`src/rtl/gate_truth_table_sequencer_if.sv`:
```
// gate_truth_table_sequencer_if
//   Bundles the stimulus/check signals between the truth-table sequencer and its
//   environment (the gate under test plus whoever issues start).
//   Parameter N_IN: number of gate inputs.
//   Signals:
//     start      sequencer input   one-cycle pulse, starts a run from IDLE or DONE
//     y_in       sequencer input   output of the gate under test
//     vec_out    sequencer output  input vector applied to the gate (bit0 -> a, bit1 -> b)
//     vec_idx    sequencer output  index of the vector currently applied
//     busy       sequencer output  run in progress
//     done       sequencer output  run finished, held until next start or rst
//     pass       sequencer output  valid while done; 1 iff err_count == 0
//     err_count  sequencer output  mismatching vectors in the current/last run
//     state      sequencer output  FSM state for observation (IDLE=0, DRIVE=1,
//                                  WAIT=2, SAMPLE=3, DONE=4)
//   Optional (macro FIRST_FAIL_CAPTURE_EN):
//     fail_valid sequencer output  a mismatch has been seen in this run
//     fail_vec   sequencer output  index of the first mismatching vector
//   Modports: master = sequencer side, slave = environment side.
interface gate_truth_table_sequencer_if #(
  parameter int N_IN = 2
);
  logic            start;
  logic            y_in;
  logic [N_IN-1:0] vec_out;
  logic [N_IN-1:0] vec_idx;
  logic            busy;
  logic            done;
  logic            pass;
  logic [N_IN:0]   err_count;
  logic [2:0]      state;
`ifdef FIRST_FAIL_CAPTURE_EN
  logic            fail_valid;
  logic [N_IN-1:0] fail_vec;

  modport master (
    input  start, y_in,
    output vec_out, vec_idx, busy, done, pass, err_count, state,
    output fail_valid, fail_vec
  );
  modport slave (
    output start, y_in,
    input  vec_out, vec_idx, busy, done, pass, err_count, state,
    input  fail_valid, fail_vec
  );
`else
  modport master (
    input  start, y_in,
    output vec_out, vec_idx, busy, done, pass, err_count, state
  );
  modport slave (
    output start, y_in,
    input  vec_out, vec_idx, busy, done, pass, err_count, state
  );
`endif
endinterface

```
`src/rtl/gate_truth_table_sequencer.sv`:
```
// gate_truth_table_sequencer
//   Exhaustive stimulus/check stage for a small combinational gate. Applies every
//   input combination 0 .. 2**N_IN-1 on vec_out, waits SETTLE cycles for the gate
//   to settle, samples y_in and compares it with bit vec_idx of the EXPECT table.
//   At the end of the run it raises done and reports pass and err_count.
// Parameters:
//   N_IN    number of gate inputs (2**N_IN vectors per run)
//   EXPECT  expected-output table, bit i = expected y for vector i (default AND)
//   SETTLE  wait cycles between driving a vector and sampling y_in, 1..255
// Ports:
//   clk  rising-edge clock
//   rst  synchronous active-high reset, has priority over start
//   bus  gate_truth_table_sequencer_if.master (start, y_in in; vec_out, vec_idx,
//        busy, done, pass, err_count, state out)
// Optional feature, macro FIRST_FAIL_CAPTURE_EN:
//   adds fail_valid/fail_vec, which latch the index of the first mismatch of a run.
// Handshake: start is a single-cycle request accepted only in IDLE or DONE; busy
//   rises on the accepting edge and falls on the edge that raises done. A start seen
//   while busy is dropped, never queued. done/pass/err_count stay stable until the
//   next accepted start or rst.
// Timing: each vector occupies DRIVE (1) + WAIT (SETTLE) + SAMPLE (1) cycles, so a
//   run takes 2**N_IN*(SETTLE+2) cycles from the start edge to done.
module gate_truth_table_sequencer #(
  parameter int                  N_IN   = 2,
  parameter logic [2**N_IN-1:0]  EXPECT = 4'b1000,
  parameter int                  SETTLE = 2
) (
  input  logic                           clk,
  input  logic                           rst,
  gate_truth_table_sequencer_if.master   bus
);

  localparam logic [7:0]      SETTLE_CNT = 8'(SETTLE);
  localparam logic [N_IN-1:0] LAST_IDX   = '1;

  typedef enum logic [2:0] {
    ST_IDLE   = 3'd0,
    ST_DRIVE  = 3'd1,
    ST_WAIT   = 3'd2,
    ST_SAMPLE = 3'd3,
    ST_DONE   = 3'd4
  } state_t;

  state_t          state;
  logic [7:0]      settle_cnt;
  logic [N_IN-1:0] idx;        // drives both vec_out and vec_idx
  logic            busy;
  logic            done;
  logic            pass;
  logic [N_IN:0]   err_count;
  logic            mismatch;
  logic [N_IN:0]   err_next;

  // Only consumed in SAMPLE; y_in is ignored in every other state.
  assign mismatch = (bus.y_in != EXPECT[idx]);
  // Never wraps: at most 2**N_IN mismatches, which fits in N_IN+1 bits.
  assign err_next = err_count + {{N_IN{1'b0}}, mismatch};

`ifdef FIRST_FAIL_CAPTURE_EN
  logic            fail_valid;
  logic [N_IN-1:0] fail_vec;
`endif

  always_ff @(posedge clk) begin
    if (rst) begin
      state      <= ST_IDLE;
      settle_cnt <= '0;
      idx        <= '0;
      busy       <= 1'b0;
      done       <= 1'b0;
      pass       <= 1'b0;
      err_count  <= '0;
`ifdef FIRST_FAIL_CAPTURE_EN
      fail_valid <= 1'b0;
      fail_vec   <= '0;
`endif
    end else begin
      case (state)
        ST_IDLE, ST_DONE: begin
          if (bus.start) begin
            state     <= ST_DRIVE;
            idx       <= '0;
            err_count <= '0;
            busy      <= 1'b1;
            done      <= 1'b0;
            pass      <= 1'b0;
`ifdef FIRST_FAIL_CAPTURE_EN
            fail_valid <= 1'b0;
            fail_vec   <= '0;
`endif
          end
        end
        ST_DRIVE: begin
          settle_cnt <= SETTLE_CNT;
          state      <= ST_WAIT;
        end
        ST_WAIT: begin
          // Leaves on the edge where the count reaches zero, giving exactly
          // SETTLE cycles in WAIT.
          settle_cnt <= settle_cnt - 8'd1;
          if (settle_cnt == 8'd1) begin
            state <= ST_SAMPLE;
          end
        end
        ST_SAMPLE: begin
          err_count <= err_next;
`ifdef FIRST_FAIL_CAPTURE_EN
          if (mismatch && !fail_valid) begin
            fail_valid <= 1'b1;
            fail_vec   <= idx;
          end
`endif
          if (idx == LAST_IDX) begin
            // vec_out keeps the last vector until the next start.
            state <= ST_DONE;
            busy  <= 1'b0;
            done  <= 1'b1;
            pass  <= (err_next == '0);
          end else begin
            idx   <= idx + N_IN'(1);
            state <= ST_DRIVE;
          end
        end
        default: state <= ST_IDLE;
      endcase
    end
  end

  assign bus.vec_out   = idx;
  assign bus.vec_idx   = idx;
  assign bus.busy      = busy;
  assign bus.done      = done;
  assign bus.pass      = pass;
  assign bus.err_count = err_count;
  assign bus.state     = state;
`ifdef FIRST_FAIL_CAPTURE_EN
  assign bus.fail_valid = fail_valid;
  assign bus.fail_vec   = fail_vec;
`endif

endmodule

```
`src/flat_wrapper.sv`:
```
// flat-port wrapper written by rule: the top's interface ports become plain ports
module gate_truth_table_sequencer_flat 
#(
  parameter int                  N_IN   = 2,
  parameter logic [2**N_IN-1:0]  EXPECT = 4'b1000,
  parameter int                  SETTLE = 2
)
  (clk, rst, bus_start, bus_y_in, bus_vec_out, bus_vec_idx, bus_busy, bus_done, bus_pass, bus_err_count, bus_state);
  gate_truth_table_sequencer_if #(.N_IN(N_IN)) bus_i ();
  input  logic clk;
  input  logic rst;
  input wire logic [$bits(bus_i.start)-1:0] bus_start;
  input wire logic [$bits(bus_i.y_in)-1:0] bus_y_in;
  output wire logic [$bits(bus_i.vec_out)-1:0] bus_vec_out;
  output wire logic [$bits(bus_i.vec_idx)-1:0] bus_vec_idx;
  output wire logic [$bits(bus_i.busy)-1:0] bus_busy;
  output wire logic [$bits(bus_i.done)-1:0] bus_done;
  output wire logic [$bits(bus_i.pass)-1:0] bus_pass;
  output wire logic [$bits(bus_i.err_count)-1:0] bus_err_count;
  output wire logic [$bits(bus_i.state)-1:0] bus_state;
  assign bus_i.start = bus_start;
  assign bus_i.y_in = bus_y_in;
  assign bus_vec_out = bus_i.vec_out;
  assign bus_vec_idx = bus_i.vec_idx;
  assign bus_busy = bus_i.busy;
  assign bus_done = bus_i.done;
  assign bus_pass = bus_i.pass;
  assign bus_err_count = bus_i.err_count;
  assign bus_state = bus_i.state;
  gate_truth_table_sequencer #(.N_IN(N_IN), .EXPECT(EXPECT), .SETTLE(SETTLE)) u_core (.clk(clk), .rst(rst), .bus(bus_i));
endmodule
```
`config.mk`:
```
export PLATFORM = sky130hd
export DESIGN_NAME = gate_truth_table_sequencer_flat
export DESIGN_NICKNAME = d
export VERILOG_FILES = /design/src/rtl/gate_truth_table_sequencer_if.sv /design/src/rtl/gate_truth_table_sequencer.sv /design/src/flat_wrapper.sv
export SDC_FILE = /design/constraint.sdc
export NUM_CORES = 1
export LEC_CHECK = 0
export CORE_MARGIN = 2
export CORE_UTILIZATION = 40
export DETAILED_ROUTE_END_ITERATION = 8
export HOLD_SLACK_MARGIN = 0.06
export PLACE_DENSITY = 0.75
export SLEW_MARGIN = 25
export SYNTH_ARGS = -nofsm -noshare
export SYNTH_HDL_FRONTEND = slang
export SYNTH_SLANG_ARGS = --single-unit
```
`constraint.sdc`:
```
create_clock -name clk -period 2.3 [get_ports clk]
set_clock_uncertainty 0.2 [all_clocks]
set_input_delay 0.46 -clock clk [delete_from_list [all_inputs] [get_ports clk]]
set_output_delay 0.46 -clock clk [all_outputs]
set_load 0.05 [all_outputs]
```
Yosys cells after proc, flatten, opt, wreduce, memory -nomap -nowiden
Cells that the tools add are included.
Widths: inputs -> output; s select.
{"block": "classes", "eq_ne": 11, "n_addsub": 3, "mux": 20, "n_reduce_logical": 9, "order_cmp": 1}
{"op": "$pmux 8 s2", "n": 1}
{"op": "$mux 3", "n": 4}
{"op": "$pmux 3 s4", "n": 1}
{"op": "$eq 8x1->1 const B", "n": 1}
{"op": "$sub 8x1->8 const B", "n": 1}
{"op": "$eq 3x2->1 const B", "n": 2}
{"op": "$logic_not 3->1", "n": 2}
{"op": "$mux 1", "n": 6}
{"op": "$pmux 1 s2", "n": 3}
{"op": "$pmux 3 s2", "n": 1}
{"op": "$reduce_and 3->1", "n": 2}
{"op": "$mux 2", "n": 2}
{"op": "$ne 2x1->1 const B", "n": 2}
{"op": "$ne 2x2->1 const B", "n": 2}
{"op": "$pmux 2 s2", "n": 1}
{"op": "$reduce_and 2->1", "n": 2}
{"op": "$reduce_bool 2->1", "n": 2}
{"op": "$add 3x1->3", "n": 1}
{"op": "$eq 3x1->1 const B", "n": 1}
{"op": "$eq 3x3->1 const B", "n": 1}
{"op": "$lt 2x3->1 const B", "n": 1}
{"op": "$add 2x1->2 const B", "n": 1}
{"op": "$bmux 1 s2", "n": 1}
{"op": "$eq 2x2->1 const B", "n": 1}
{"op": "2 further kinds", "n": 2}
{"block": "totals", "output_inout_bits": 13, "input_bits": 4, "regBits": 19, "word_cells": 51}

Longest topological paths before layout
Gate-level depths: netlist (run 1).
{"block": "logic_depth", "word_depth": 7, "ltp_mapped": 7, "mapped_depth_nobuf": 7}

Least setup slack after synthesis (run 1)
OpenSTA, ideal clock, no wires.
{"block": "synth_timing", "path_kind": "flip-flop to flip-flop", "start": "register u_core.idx[0] (netlist: u_core.bus.vec_idx[0])", "end": "register u_core.pass (netlist: u_core.bus.pass)", "setup_slack_ns": -0.127, "path_stages_with_launch": 7, "t_arrival_ns": 2.157, "n_path_buf": 0, "required_ns": 2.030, "path_cell_list": "dfxtp_1 ha_1 xor2_1 ha_1 ha_1 or4_1 a21oi_1"}
{"block": "synth_via", "elab_chain_cells": 7, "elab_cells_between_ends": 10, "classes_between": "add/sub: 1; eq/ne: 3; mux: 4; reduce/logical: 2"}
{"item": "start: declaration", "line": "gate_truth_table_sequencer.sv:46", "text": "logic [N_IN-1:0] idx;"}
{"item": "start signal: assignment", "line": "gate_truth_table_sequencer.sv:120", "text": "idx <= idx + N_IN'(1);"}
{"item": "$bmux 1 s2", "line": "gate_truth_table_sequencer.sv:55", "text": "assign mismatch = (bus.y_in != EXPECT[idx]);"}
{"item": "$mux 1 (implied by the code)", "line": "gate_truth_table_sequencer.sv:55"}
{"item": "$ne 1x1->1", "line": "gate_truth_table_sequencer.sv:55"}
{"item": "$add 3x1->3", "line": "gate_truth_table_sequencer.sv:57", "text": "assign err_next = err_count + {{N_IN{1'b0}}, mismatch};"}
{"item": "$logic_not 3->1", "line": "gate_truth_table_sequencer.sv:118", "text": "pass <= (err_next == '0);"}
{"item": "$mux 1", "line": "gate_truth_table_sequencer.sv:113", "text": "if (idx == LAST_IDX) begin"}
{"item": "$pmux 1 s2", "line": "gate_truth_table_sequencer.sv:78", "text": "case (state)"}
{"item": "end signal: assignment", "line": "gate_truth_table_sequencer.sv:118"}
{"item": "end: declaration", "line": "gate_truth_table_sequencer.sv:49", "text": "logic pass;"}
Parallel ways exist; a longest one is shown, timed or not. The select of a mux whose other input is x is not followed.
A chain may end at the register's enable or synchronous reset.

Worst setup path after layout (run 1)
{"block": "layout_timing", "start": "register u_core.err_count[2] (netlist: u_core.bus.err_count[2])", "end": "output bus_err_count[2]"}
{"item": "start: declaration", "line": "gate_truth_table_sequencer.sv:50", "text": "logic [N_IN:0] err_count;"}
{"item": "start signal: assignment", "line": "gate_truth_table_sequencer.sv:106", "text": "err_count <= err_next;"}
{"item": "end: declaration", "line": "flat_wrapper.sv:19", "text": "output wire logic [$bits(bus_i.err_count)-1:0] bus_err_count;"}
No word-level cell between the ends.

==> run_results.csv, run 1 <==
group,metric,value,unit
worst_hold_path,holdPathStages,2,
critical_path,critPathSlowestCell,"clkdlybuf4s50_1",
routing,wirelength,2120,microns
critical_path,reg2regPathDepth,6,
critical_path,worst_setup_path_start_kind,"register",
worst_hold_path,hold-path-endpoint,"u_core.bus.busy$_SDFFE_PP0P_",
final_layout,syn_to_final_growth,22.7,%
critical_path,crit-reg2reg-launch,"u_core.bus.vec_idx[0]$_SDFFE_PP0P_",
final_layout,mostFrequentLayoutCells,"17 x dfxtp_1, 13 x a21oi_1, 13 x clkdlybuf4s50_1",
logic_synthesis,yosys.area.top_type,"dfxtp_1",
logic_synthesis,synth_ff_type,"dfxtp_1",
critical_path,reg2reg_to,"u_core.bus.pass$_SDFFE_PP0P_",
timing,fin_crit_sh,95.4,%
clock_network,hold_buffers,0,
timing,fin_hold_ws,0.260,ns
clock_network,cts_made_buffers,3,
clock_network,cts_max_level,1,
global_routing,grt_pass1_vias,754,
die,num_rows,18,
logic_synthesis,ys_seq_area_share,37.1,%
place,finalWeightedCongestion,0.733,
clock_network,cts_resized,0,
die,initial_core_util,41.8,%
die,die_w,54.6,microns
timing,tightest_slew,0.499,ns
critical_path,crit_fanout,4,
power,power.density,797,nW/um^2
logic_synthesis,synthesis.instances,115,
timing,finalHoldViolCount,0,
routing,dr.first_iter.drc_count,19,
die,ioPinCount,17,
global_routing,grt_pass1_wl,3420,microns
timing,finalCriticalPeriod,2.19,ns
clock_network,cts.sinks,19,
critical_path,worst_path_dominant_cell_family,"buffers and inverters",
logic_synthesis,synthesis.nets,124,
timing,tns,0,ns
timing,fmax,456,MHz
routing,drc_errors,0,
critical_path,crit_buf_inv,1,
global_routing,grt_max_degree,14,
die,dieArea,2990,sq um
logic_synthesis,async_flop_share,0,%
timing,rsz0062_at_grt,"no",
clock_network,cts.clk_slew.worst_paths,0.11,ns
timing,maxSlewHeadroom,66.6,%
clock_network,ctsRootBufferMaster,"clkbuf_4",
flow_run,cap_viol_max_count,0,
die,die_h,54.6,microns
final_layout,diodes,0,
routing,drtPass1Iterations,4,
clock_network,cts_tree,"done",
critical_path,cp.arrival,1.53,ns
place,port_buffers,16,
logic_synthesis,synth_edf_count,0,
logic_synthesis,yosysUniqueCellTypes,34,
worst_hold_path,hold_class,"reg -> reg",
global_routing,overflow,0,
global_routing,antenna_found_initial,0,
critical_path,critical_path_class,"reg -> out",
run_status,status,"finished clean",
logic_synthesis,synth_top_area_share,37.1,%
critical_path,max_stage_delay,0.82,ns
clock_network,worstSkewPairLatency,0.30,ns
logic_synthesis,synth_warnings,0,
logic_synthesis,ys_top_cells_by_area,"dfxtp_1 37%, a21oi_1 6.3%, ha_1 6.1%",
logic_synthesis,synth.ff_latch_count,19,
critical_path,r2r_setup_slack,0.18,ns
logic_synthesis,syn_area_per_cell,8.92,sq um
final_layout,final_common_cell,"dfxtp_1",
worst_hold_path,hp-start,"u_core.bus.busy$_SDFFE_PP0P_",
place,post-dp-hpwl,1550,microns
routing,wl_per_cell,12.9,microns
logic_synthesis,netlist_area,1030,sq um
clock_network,clk_path_buf_depth,2,
global_routing,grtUsageTotal,15.7,%
die,coreArea,2450,sq um
power,leakage,0.513,nW
final_layout,drive_above_1_share,16.4,%
routing,ant_nets,0,
routing,detail_route.vias_per_cell,5.60,
critical_path,cp.depth,1,
timing,finalSetupViolCount,0,
critical_path,crit_chain,"clkdlybuf4s50_1",
routing,num_vias,918,
critical_path,worstPathRequired,1.64,ns
power,vdd_drop_max,0.575,mV
clock_network,post_cts_buffers,0,
final_layout,nets,144,
critical_path,cp-end-kind,"output port",
timing,slew_viol_final,0,
==> final cells by class <==
class	count	area, sq um
flip-flops and latches	19	383
clock buffers	3	22.5
fillers	228	1200
clock inverters	1	5.00
multi-input cells	84	591
well taps	30	37.5
repair buffers	23	205
inverters	4	15.0
==> through the flow <==
step / utilization (%) / setup slack, ns / total power, mW / instances / area (sq um)
after floorplan: - / 0.0760 / 0.734 / 115 / 1030
after global placement: 50.2 / -0.0764 / 0.821 / 160 / 1230
after detailed placement: 50.2 / -0.160 / 0.839 / 160 / 1230
after CTS: 51.3 / 0.102 / 1.01 / 164 / 1260
after global routing: 51.3 / 0.0569 / 1.08 / 164 / 1260
final: 51.3 / 0.106 / 1.00 / 164 / 1260
==> report_power, final <==
group	switching (mW)	internal (mW)	total, mW
combinational	0.221	0.173	0.394
clock	0.103	0.0648	0.167
sequential	0.0614	0.380	0.442
total	0.385	0.618	1.00
==> flip-flops by register name, indices dropped and copies added (netlist names) <==
name / cells
u_core.bus.err_count: 3
u_core.bus.state: 3
u_core.bus.done: 1
u_core.bus.pass: 1
u_core.settle_cnt: 8
u_core.bus.busy: 1
u_core.bus.vec_idx: 2
==> cell usage after synthesis, drive strengths merged, types with 2 or more instances <==
library cell,instances
nor2b,2
nand3b,3
a21oi,13
or3,2
ha,5
inv,4
xor2,2
a221oi,2
nor3b,2
o211ai,3
nand2,6
or3b,3
clkbuf,3
nand4b,2
nor2,8
nor3,2
nor4,2
and3b,6
o21ai,2
nand3,5
mux2,5
nor4b,2
dfxtp,19
buf,5
==> routing by layer <==
| metal | GRT usage [%] | up-vias | share of wire [%] |
|---|---|---|---|
| met5 | 0 | - | 0 |
| met4 | 1.25 | 0 | 0.19 |
| met3 | 4.92 | 2 | 4.2 |
| met2 | 26.2 | 21 | 50 |
| met1 | 20.5 | 439 | 46 |
| li1 | - | 456 | - |
==> how the worst max path moves through the flow <==
stage                                        end                                 start
finish                          bus_err_count[2]  u_core.bus.err_count[2]$_SDFFE_PP0P_
global route                    bus_err_count[2]  u_core.bus.err_count[2]$_SDFFE_PP0P_
CTS                             bus_err_count[2]  u_core.bus.err_count[2]$_SDFFE_PP0P_
detailed placement  u_core.bus.pass$_SDFFE_PP0P_                              bus_y_in
global placement    u_core.bus.pass$_SDFFE_PP0P_                              bus_y_in
floorplan           u_core.bus.pass$_SDFFE_PP0P_    u_core.bus.vec_idx[0]$_SDFFE_PP0P_
==> cells by family after synthesis <==
group / after synthesis / share of synthesized area [%]
buffers and inverters: 12 / 5.36
muxes: 5 / 5.49
xor gates and xnor gates: 3 / 2.56
adders and majority gates: 5 / 6.10
and+or+nand+nor: 48 / 30.0
DFF: 19 / 37.1
AOI/OAI and AO/OA: 23 / 13.4
Power figures use the tool's default switching activity.
==> inputs of run 2 (changes only) <==
MAX_ROUTING_LAYER = met4   (was unset)
PLACE_DENSITY = 0.67   (was 0.75)
RECOVER_POWER = 50   (was unset)
==> run 2 against run 1 <==
Setup slack barely moved. Design area is 2.2% lower. Register-to-register slack worse by 0.02 ns. Highest routed layer unchanged. Largest power group unchanged. Sequential cell count did not move. Routed wire length increased by 3.2%.
==> run_results.csv, run 2 (synthesis results as in run 1) <==
group,metric,value,unit
global_routing,grt_pass1_wl,3590,microns
clock_network,cts.clk_slew.worst_paths,0.12,ns
timing,fin_crit_sh,95.4,%
global_routing,overflow,0,
worst_hold_path,holdPathStages,2,
routing,drtPass1Iterations,4,
clock_network,ctsRootBufferMaster,"clkbuf_4",
timing,finalCriticalPeriod,2.19,ns
final_layout,mostFrequentLayoutCells,"17 x dfxtp_1, 13 x a21oi_1, 12 x clkdlybuf4s50_1",
clock_network,worstSkewPairLatency,0.30,ns
global_routing,antenna_found_initial,0,
place,post-dp-hpwl,1570,microns
die,die_h,54.6,microns
die,num_rows,18,
power,leakage,0.489,nW
timing,finalHoldViolCount,0,
place,dpl.cell_count,158,
routing,num_vias,871,
run_status,status,"finished clean",
global_routing,grtUsageTotal,17.1,%
flow_run,cap_viol_max_count,0,
clock_network,cts_max_level,1,
critical_path,crit_chain,"clkdlybuf4s50_1",
timing,maxSlewHeadroom,60.7,%
critical_path,crit_buf_inv,1,
place,finalWeightedCongestion,0.741,
critical_path,cp.arrival,1.53,ns
routing,wl_met1,1060,microns
die,initial_core_util,41.8,%
final_layout,diodes,0,
critical_path,worstPathRequired,1.64,ns
timing,fmax,456,MHz
timing,fin_hold_ws,0.260,ns
final_layout,drive_above_1_share,12.1,%
worst_hold_path,hold_class,"reg -> reg",
critical_path,cp.depth,1,
routing,dr.first_iter.drc_count,7,
power,power.density,806,nW/um^2
routing,met2WireLength,1030,microns
power,finalPower,0.993,mW
critical_path,worst_setup_path_start_kind,"register",
critical_path,worst_path_dominant_cell_family,"buffers and inverters",
routing,detail_route.vias_per_cell,5.38,
critical_path,critical_path_class,"reg -> out",
final_layout,syn_to_final_growth,20.0,%
routing,drc_errors,0,
timing,slew_viol_final,0,
global_routing,grt_pass1_vias,788,
clock_network,cts_made_buffers,3,
final_layout,top_regs,"u_core.settle_cnt: 8 flops, u_core.bus.err_count: 3 flops, u_core.bus.state: 3 flops",
routing,top_layer,"met4",
final_layout,final_core_util,50.2,%
critical_path,reg2regPathDepth,6,
clock_network,cts.sinks,19,
final_layout,finalNonFillerCells,162,
final_layout,final_common_cell,"dfxtp_1",
critical_path,critPathSlowestCell,"clkdlybuf4s50_1",
critical_path,max_stage_delay,0.82,ns
final_layout,largest_register,"u_core.settle_cnt",
die,coreArea,2450,sq um
clock_network,post_cts_buffers,0,
clock_network,clk_path_buf_depth,2,
critical_path,cp-end-kind,"output port",
routing,route.met3.wl,77,microns
die,dieArea,2990,sq um
final_layout,fillers,233,
routing,wl_per_cell,13.5,microns
timing,finalSetupViolCount,0,
final_layout,nets,142,
place,port_buffers,16,
place,dpl_worst_slack,-0.120,ns
clock_network,hold_buffers,0,
clock_network,cts_resized,0,
clock_network,cts_tree,"done",
die,ioPinCount,17,
global_routing,grt_max_degree,18,
power,vdd_drop_max,0.698,mV
timing,rsz0062_at_grt,"no",
critical_path,crit_fanout,4,
routing,wirelength,2180,microns
routing,ant_nets,0,
final_layout,largest_reg_flops,8,
timing,setup_ws,0.106,ns
timing,tightest_slew,0.593,ns
die,die_w,54.6,microns
-- run 2: worst paths after layout --
| kind | end | start | slack [ns] |
|---|---|---|---|
| hold reg to reg | u_core.bus.busy$_SDFFE_PP0P_ | u_core.bus.busy$_SDFFE_PP0P_ | 0.26 |
| setup reg to reg | u_core.bus.pass$_SDFFE_PP0P_ | u_core.bus.vec_idx[0]$_SDFFE_PP0P_ | 0.16 |
| hold / removal | u_core.bus.busy$_SDFFE_PP0P_ | u_core.bus.busy$_SDFFE_PP0P_ | 0.26 |
| setup / recovery | bus_err_count[2] | u_core.bus.err_count[2]$_SDFFE_PP0P_ | 0.11 |
-- run 2: per-layer routing --
| metal | track usage [%] | up-vias |
|---|---|---|
| li1 | - | 453 |
| met1 | 22.4 | 403 |
| met2 | 26.0 | 13 |
| met3 | 5.74 | 2 |
| met4 | 2.50 | 0 |
| met5 | - | - |
-- run 2: power breakdown --
| part | internal, mW | switching, mW | total (mW) |
|---|---|---|---|
| sequential | 0.380 | 0.0640 | 0.444 |
| clock | 0.0676 | 0.107 | 0.174 |
| combinational | 0.162 | 0.213 | 0.375 |
-- run 2: final cells by class --
class	instances	area [sq um]	share of cell area, %
sequential	19	383	31.1
multi-input combinational	84	591	48.0
tap	30	37.5	3.05
inverter	4	15.0	1.22
clock buffer	4	26.3	2.13
timing repair buffer	21	179	14.5
-- run 2: metrics by stage --
| step | cell area (sq um) | TNS [ns] |
|---|---|---|
| floorplan | 1030 | 0 |
| global placement | 1220 | -0.0808 |
| detailed placement | 1220 | -0.120 |
| CTS | 1240 | 0 |
| global route | 1230 | 0 |
| finish | 1230 | 0 |
